File: src/rtl/mult_arbiter.sv
`default_nettype none
// ============================================================================
//  Module   : mult_arbiter
//  Purpose  : Round-robin arbiter sharing one sequential 8x8 multiplier
//             between two requesters, with a WAIT-state timeout abort.
//  Revision : 1.0 - initial release
// ============================================================================
module mult_arbiter #(
    parameter int TIMEOUT = 15
) (
    input  logic        clk,
    input  logic        reset_a,
    input  logic        req0,
    input  logic        req1,
    input  logic [7:0]  a0,
    input  logic [7:0]  b0,
    input  logic [7:0]  a1,
    input  logic [7:0]  b1,
    output logic        grant0,
    output logic        grant1,
    output logic        rsp_valid0,
    output logic        rsp_valid1,
    output logic [15:0] rsp_data,
    output logic        rsp_err,
    output logic        mult_start,
    output logic [7:0]  mult_dataa,
    output logic [7:0]  mult_datab,
    input  logic        mult_done,
    input  logic [15:0] mult_product,
    output logic        busy
);

    localparam logic [1:0] S_IDLE   = 2'd0;
    localparam logic [1:0] S_LAUNCH = 2'd1;
    localparam logic [1:0] S_WAIT   = 2'd2;
    localparam logic [1:0] S_RESP   = 2'd3;

    // Last WAIT count value; reaching it without a done aborts the operation.
    localparam logic [7:0] c_timeout_last = 8'(TIMEOUT - 1);

    logic [1:0] r_state;
    logic [1:0] w_next_state;
    // Bit 0: owner of the operation in flight. Bit 1: last granted requester.
    logic [1:0] r_owner;
    logic [7:0] r_cnt;

    logic w_req_any;
    logic w_winner;
    logic w_done_ok;
    logic w_timeout;
    logic w_finish;

    logic w_grant0;
    logic w_grant1;
    logic w_start;
    logic w_valid0;
    logic w_valid1;
    logic w_busy;

    assign w_req_any = req0 | req1;
    // Both asking: the one not served last wins. Otherwise the lone requester.
    assign w_winner  = (req0 & req1) ? ~r_owner[1] : req1;
    // A done on the first WAIT cycle may be left over from an earlier multiply.
    assign w_done_ok = mult_done & (r_cnt != 8'd0);
    assign w_timeout = (r_cnt == c_timeout_last);
    assign w_finish  = w_done_ok | w_timeout;

    // State register, registered outputs, timeout counter and datapath.
    always_ff @(posedge clk) begin
        if (reset_a) begin
            r_state    <= S_IDLE;
            r_owner    <= 2'b11;
            r_cnt      <= 8'd0;
            grant0     <= 1'b0;
            grant1     <= 1'b0;
            mult_start <= 1'b0;
            rsp_valid0 <= 1'b0;
            rsp_valid1 <= 1'b0;
            busy       <= 1'b0;
            rsp_data   <= 16'd0;
            rsp_err    <= 1'b0;
            mult_dataa <= 8'd0;
            mult_datab <= 8'd0;
        end else begin
            r_state    <= w_next_state;
            grant0     <= w_grant0;
            grant1     <= w_grant1;
            mult_start <= w_start;
            rsp_valid0 <= w_valid0;
            rsp_valid1 <= w_valid1;
            busy       <= w_busy;

            if (w_grant0 | w_grant1) begin
                r_owner    <= {w_winner, w_winner};
                mult_dataa <= w_winner ? a1 : a0;
                mult_datab <= w_winner ? b1 : b0;
            end

            if (r_state == S_LAUNCH) begin
                r_cnt <= 8'd0;
            end else if (r_state == S_WAIT) begin
                r_cnt <= r_cnt + 8'd1;
            end

            if (r_state == S_WAIT) begin
                if (w_done_ok) begin
                    rsp_data <= mult_product;
                    rsp_err  <= 1'b0;
                end else if (w_timeout) begin
                    rsp_data <= 16'd0;
                    rsp_err  <= 1'b1;
                end
            end
        end
    end

    // Next-state decision.
    always_comb begin
        w_next_state = r_state;
        case (r_state)
            S_IDLE:   if (w_req_any) w_next_state = S_LAUNCH;
            S_LAUNCH: w_next_state = S_WAIT;
            S_WAIT:   if (w_finish) w_next_state = S_RESP;
            S_RESP:   w_next_state = S_IDLE;
            default:  w_next_state = S_IDLE;
        endcase
    end

    // Next values of the registered outputs; each appears one cycle after
    // the state in which it was decided.
    always_comb begin
        w_grant0 = (r_state == S_IDLE) & w_req_any & ~w_winner;
        w_grant1 = (r_state == S_IDLE) & w_req_any &  w_winner;
        w_start  = (r_state == S_LAUNCH);
        w_valid0 = (r_state == S_WAIT) & w_finish & ~r_owner[0];
        w_valid1 = (r_state == S_WAIT) & w_finish &  r_owner[0];
        w_busy   = (w_next_state != S_IDLE);
    end

endmodule
`default_nettype wire

File: config.mk
export PLATFORM = sky130hd
export DESIGN_NAME = mult_arbiter
export DESIGN_NICKNAME = d
export VERILOG_FILES = /design/src/rtl/mult_arbiter.sv
export SDC_FILE = /design/constraint.sdc
export NUM_CORES = 1
export LEC_CHECK = 0
export CORE_MARGIN = 2
export CORE_UTILIZATION = 37
export CTS_CLUSTER_DIAMETER = 40
export DETAILED_ROUTE_END_ITERATION = 16
export PLACE_DENSITY = 0.82
export SETUP_SLACK_MARGIN = 0.15
export SLEW_MARGIN = 20
export SYNTH_ARGS = -nofsm -noshare
export SYNTH_HDL_FRONTEND = slang
export SYNTH_SLANG_ARGS = --single-unit
export TNS_END_PERCENT = 5
File: constraint.sdc
create_clock -name clk -period 1.9 [get_ports clk]
set_clock_uncertainty 0.1 [all_clocks]
set_input_delay 0.38 -clock clk [delete_from_list [all_inputs] [get_ports clk]]
set_output_delay 0.38 -clock clk [all_outputs]
set_load 0.02 [all_outputs]
# After elaboration in Yosys (flattened, before gate mapping)
# Cells that the tools add are included.
op_classes:
  n_addsub: 1
  n_bitwise: 14
  eq_ne: 4
  n_reduce_logical: 6
  mux: 10
op_table:
  columns: ["operator", "count"]
  rows:
  - ["16-bit two-way mux", 2]
  - ["8-bit two-way mux", 2]
  - ["8-bit by 1-bit adder with 8-bit output, second input constant", 1]
  - ["1-bit AND", 8]
  - ["8-bit by 4-bit equality test with 1-bit output, second input constant", 1]
  - ["2-bit case mux with 4 select lines", 1]
  - ["8-bit nonzero test", 1]
  - ["2-bit equality test, second input constant", 2]
  - ["2-bit two-way mux", 2]
  - ["2-bit nonzero test", 2]
  - ["1-bit two-way mux", 3]
  - ["1-bit inverter", 3]
  - ["1-bit bitwise OR", 3]
  - ["2-bit by 1-bit equality test with 1-bit output, second input constant", 1]
  - ["2-bit logical NOT", 1]
  - ["2-bit AND reduction", 1]
  - ["2-bit OR reduction", 1]
totals:
  out_inout_bits: 39
  input_bits: 53
  regBits: 50
  wordCells: 48

# Longest topological paths before layout
depth:
  depth_word: 6
  ltp_mapped: 7
  depth_no_buf: 6

# Worst setup path after synthesis
# No wires, ideal clock.
synth_path:
  path_type: "register to register"
  from: "reg r_state[0]"
  to: "reg rsp_data[10]"
  setup_slack_ns: 0.049
  synth_period_minus_slack_ns: 1.851
  setup_time_ns: 0.057
  n_path_buf: 2
  t_required_ns: 1.743
  arrival_ns: 1.693
  stages_incl_launch_ff: 8
  cell_sequence: "dfxtp_1 inv_1 ha_1 buf_4 nand2b_1 a311oi_2 clkbuf_1 a22o_2"
synth_between:
  elab_chain_len: 2
synth_lines:
  columns: ["element", "line_no", "rtl"]
  rows:
  - ["start, declared", "41", "logic [1:0] r_state;"]
  - ["start signal, assigned", "85", "r_state <= w_next_state;"]
  - ["2-bit equality test", "105", "if (r_state == S_WAIT) begin"]
  - ["2-bit AND reduction (no source line)", null, null]
  - ["end signal, assigned", "107", "rsp_data <= mult_product;"]
  - ["end, declared", "23", "output logic [15:0] rsp_data,"]
# No other way between the ends.
# A chain may end at the register's enable or synchronous reset.

# Worst setup path after layout
layout_path:
  from: "reg busy"
  to: "out busy"
layout_lines:
  columns: ["element", "line_no", "rtl"]
  rows:
  - ["start, declared", "30", "output logic busy"]
  - ["start signal, assigned", "91", "busy <= w_busy;"]
# No word-level cell between the ends.

==> results.md <==
- PD cells: 1020 nW/um^2
- Num ports: between 90 and 100
- FF+latch count, synth: 50
- Largest family of logic cells by synthesized area: compound AO/OA/AOI/OAI gates
- RR Endpoint: rsp_data[13]
- Root buffer cell: clkbuf_8
- 1st-iter DRT viols: 78
- H-tree Lvls: 2
- Grt ovf: 0
- Post-synthesis simple-gate area fraction: 0.146
- IR drop worst, VDD: 0.593 mV
- Synthesized area: a little under 2000 sq um
- CP Class: flop to output port
- HPWL Detailed: 3.85 mm
- Commonest non-fill, non-tap cell in the layout: clkdlybuf4s50_1
- CP endpoint kind: output port
- Synth Area in Compound Gates: 0.236
- Adder-cell share of the synthesized area: 0.0442
- Tmin final: 1.76 ns
- Part of the power in the clock network: 0.225
- Post-synth EDFFs: 0
- DRT antenna net count: 0
- Max stage delay on crit path: 0.62 ns
- CP Buf/Inv Count: 1
- Status: completed
- Post-Synth XOR/XNOR Area: 0.0265
- Worst skew pair latency: about 0.30 ns
- Final period util: 0.924
- Max cap viols: 0
- Num CTS Buffers: 5
- Library cells used by synthesis: 41
- Largest net degree at the start of global routing: 17
- NetSw: between 1000 and 1500 uW
- Leakage: 0.00123 uW
- CTS tree: done
- Pre-antenna DRT Iters: 4
- Mux contribution to synthesized area: 0.00505
- Slew margin rel.: 0.805
- GRT Total Usage: 0.175
- Chip height: 77.2 microns
- Most frequent cells in the layout: 91 x clkdlybuf4s50_1, 50 x dfxtp_1, 20 x buf_4
- Critical path's slowest cell: clkdlybuf4s50_1
- Ys async rst share: 0
- Worst Hold Class: flop to flop
- Total number of vias: between 1500 and 2000
- Fmax: 0.570 GHz
- First-pass GRT wire length: roughly 8.6 mm
- Worst Path Max Fanout: 1
- Antenna violations before repair: 0
- Layout area overhead: 63.1%
- Row Count: 26
- Proportion of layout cells with a drive suffix above 1: 0.168
- Total routed wirelength: 5.16 mm
- Min-delay src: rsp_data[0]
- Worst reg-to-reg path cell count: 5
- Cells after DPL: 358
- Clock buffer depth: 2
- Drt wl/cell: 14.1 microns
- Switching Share: 0.320
- Antenna diodes: 0
- Comb pwr share: 0.380
- Internal power: roughly 2200 uW
- Vias in the first global route: 1846
- Top_reg_cell synth: dfxtp_1
- Final net count: 356
- Die area: 5960 sq um
- Clock-pin slew on the worst setup and hold paths: 0.09 ns
- Post-Synthesis Cells: 185
- Kind of start point of the critical path: flop
- Reg-to-reg startpoint: r_cnt[5]
- Hold-fix buffers, CTS: 0
- Worst EP arrival: between 1 and 1.5 ns
- Register area share after synthesis: 0.505
- Final core occ: 0.629
- Final setup violating endpoints: 0
- Sequential power share: 0.395
- Count of clock tree sinks: 50
- Layout Cells excl Fill: roughly 370
- Syn Nets: 245
- Min-Delay Endpoint: rsp_data[0]
- Syn avg cell area: 10.7 sq um
- Worst Hold Path Cells: 1
- Final Hold Viols: 0
- Worst R2R Setup Slack: 0.20 ns
- CP required: between 1 and 1.5 ns
- Critical path's top delay family: buffers and inverters
- Vias per cell: 4.90
- Synth Warn #: 0
- Starting density of the core: 0.386
- CORE AREA: 5140 sq um
- Drt drc: 0
- RSZ-0062 raised after global routing: yes
- Chip Width: 77.2 microns
- Gpl congestion: 0.742
- Port-buffer cells: roughly 90
- Crit path cell chain: clkdlybuf4s50_1
- Slew of the pin with the lowest slew margin: between 0.2 and 0.3 ns
- Worst setup path start: busy
- Final max-slew violation count: 0
## layer usage
| metal | global-route usage | vias to the layer above | part of all wire | wire, microns |
|---|---|---|---|---|
| met5 | 0 | - | 0 | 0 |
| met4 | 0.0375 | 0 | 0.0081 | 42 |
| met3 | 0.0435 | 6 | 0.047 | 245 |
| met2 | 0.314 | 47 | 0.50 | 2600 |
| met1 | 0.211 | 850 | 0.44 | 2270 |
| li1 | - | 897 | - | - |
## power groups by stage
stage | logic, uW | clock network (uW) | registers [uW]
2_1_floorplan | 477 | 0 | 1480
3_3_place_gp | 1200 | 0 | 1320
3_5_place_dp | 1220 | 0 | 1320
4_1_cts | 1250 | 756 | 1310
5_1_grt | 1350 | 807 | 1330
6_report | 1260 | 745 | 1310
## worst max path at each step
stage	endpoint	slack, ns	cells after the start
detailed placement	rsp_data[13]	-0.14	4
global route	r_cnt[5]	0.08	5
floorplan	rsp_data[10]	0.13	7
finish	busy	0.14	1
CTS	busy	0.12	5
global placement	rsp_data[8]	-0.05	4
## worst register-to-register path: cells and delay by family (launching register included)
kind / cells / cell delay (ns)
buffers and inverters: 1 / 0.15
and+or+nand+nor: 2 / 0.68
AOI/OAI and AO/OA: 2 / 0.30
DFF: 1 / 0.37
## kinds of logic (layout without fill, tap and decap cells)
group                    after synthesis  in the layout
buffers and inverters                 16            128
XOR/XNOR                               6              6
AND/OR/NAND/NOR                       50             50
flip-flops                            50             50
adder cells (fa/ha/maj)                7              7
multiplexers                           1              1
AO/OA/AOI/OAI                         55             55
## area by class of cell
type | count | area, sq um
fillers | 461 | 1910
repair buffers | 112 | 1080
flip-flops and latches | 50 | 1000
multi-input cells | 119 | 922
well taps | 70 | 87.6
clock buffers | 6 | 72.6
clock inverters | 2 | 37.5
inverters | 8 | 30.0
## state kept, by name (all words and copies together), names as in the netlist, 2 cells and up
| name | flops |
|---|---|
| mult_datab | 8 |
| r_state | 2 |
| rsp_data | 16 |
| r_cnt | 8 |
| mult_dataa | 8 |
## cells in the mapped netlist (all sizes together) (5+ instances only)
master | number | area [sq um]
nand3b | 6 | 45.0
o21ai | 8 | 40.0
dfxtp | 50 | 1000
a221o | 8 | 80.1
nor2 | 14 | 52.6
and2 | 8 | 50.1
a21oi | 5 | 25.0
clkbuf | 5 | 18.8
inv | 8 | 30.0
a22oi | 6 | 45.0
ha | 7 | 87.6
a22o | 16 | 153
## per-stage QoR
| step | cell area [sq um] | hold WS (ns) | setup WS (ns) | TNS, ns | total power [uW] |
|---|---|---|---|---|---|
| floorplan | 1990 | 0.387 | 0.132 | 0 | 1960 |
| global placement | 3090 | 0.359 | -0.0453 | -0.667 | 2520 |
| detailed placement | 3090 | 0.362 | -0.136 | -2.12 | 2550 |
| CTS | 3220 | 0.385 | 0.117 | 0 | 3310 |
| global route | 3230 | 0.402 | 0.0837 | 0 | 3490 |
| finish | 3230 | 0.381 | 0.144 | 0 | 3310 |
## timing repair
item / in CTS / in global routing
resized for setup: 0 / 2
cloned: 0 / 0
endpoints found under the setup margin: 28 / 62
pin swaps: 1 / 0
buffers inserted: 1 / 0
No activity file was read; power rests on OpenSTA's default activity.
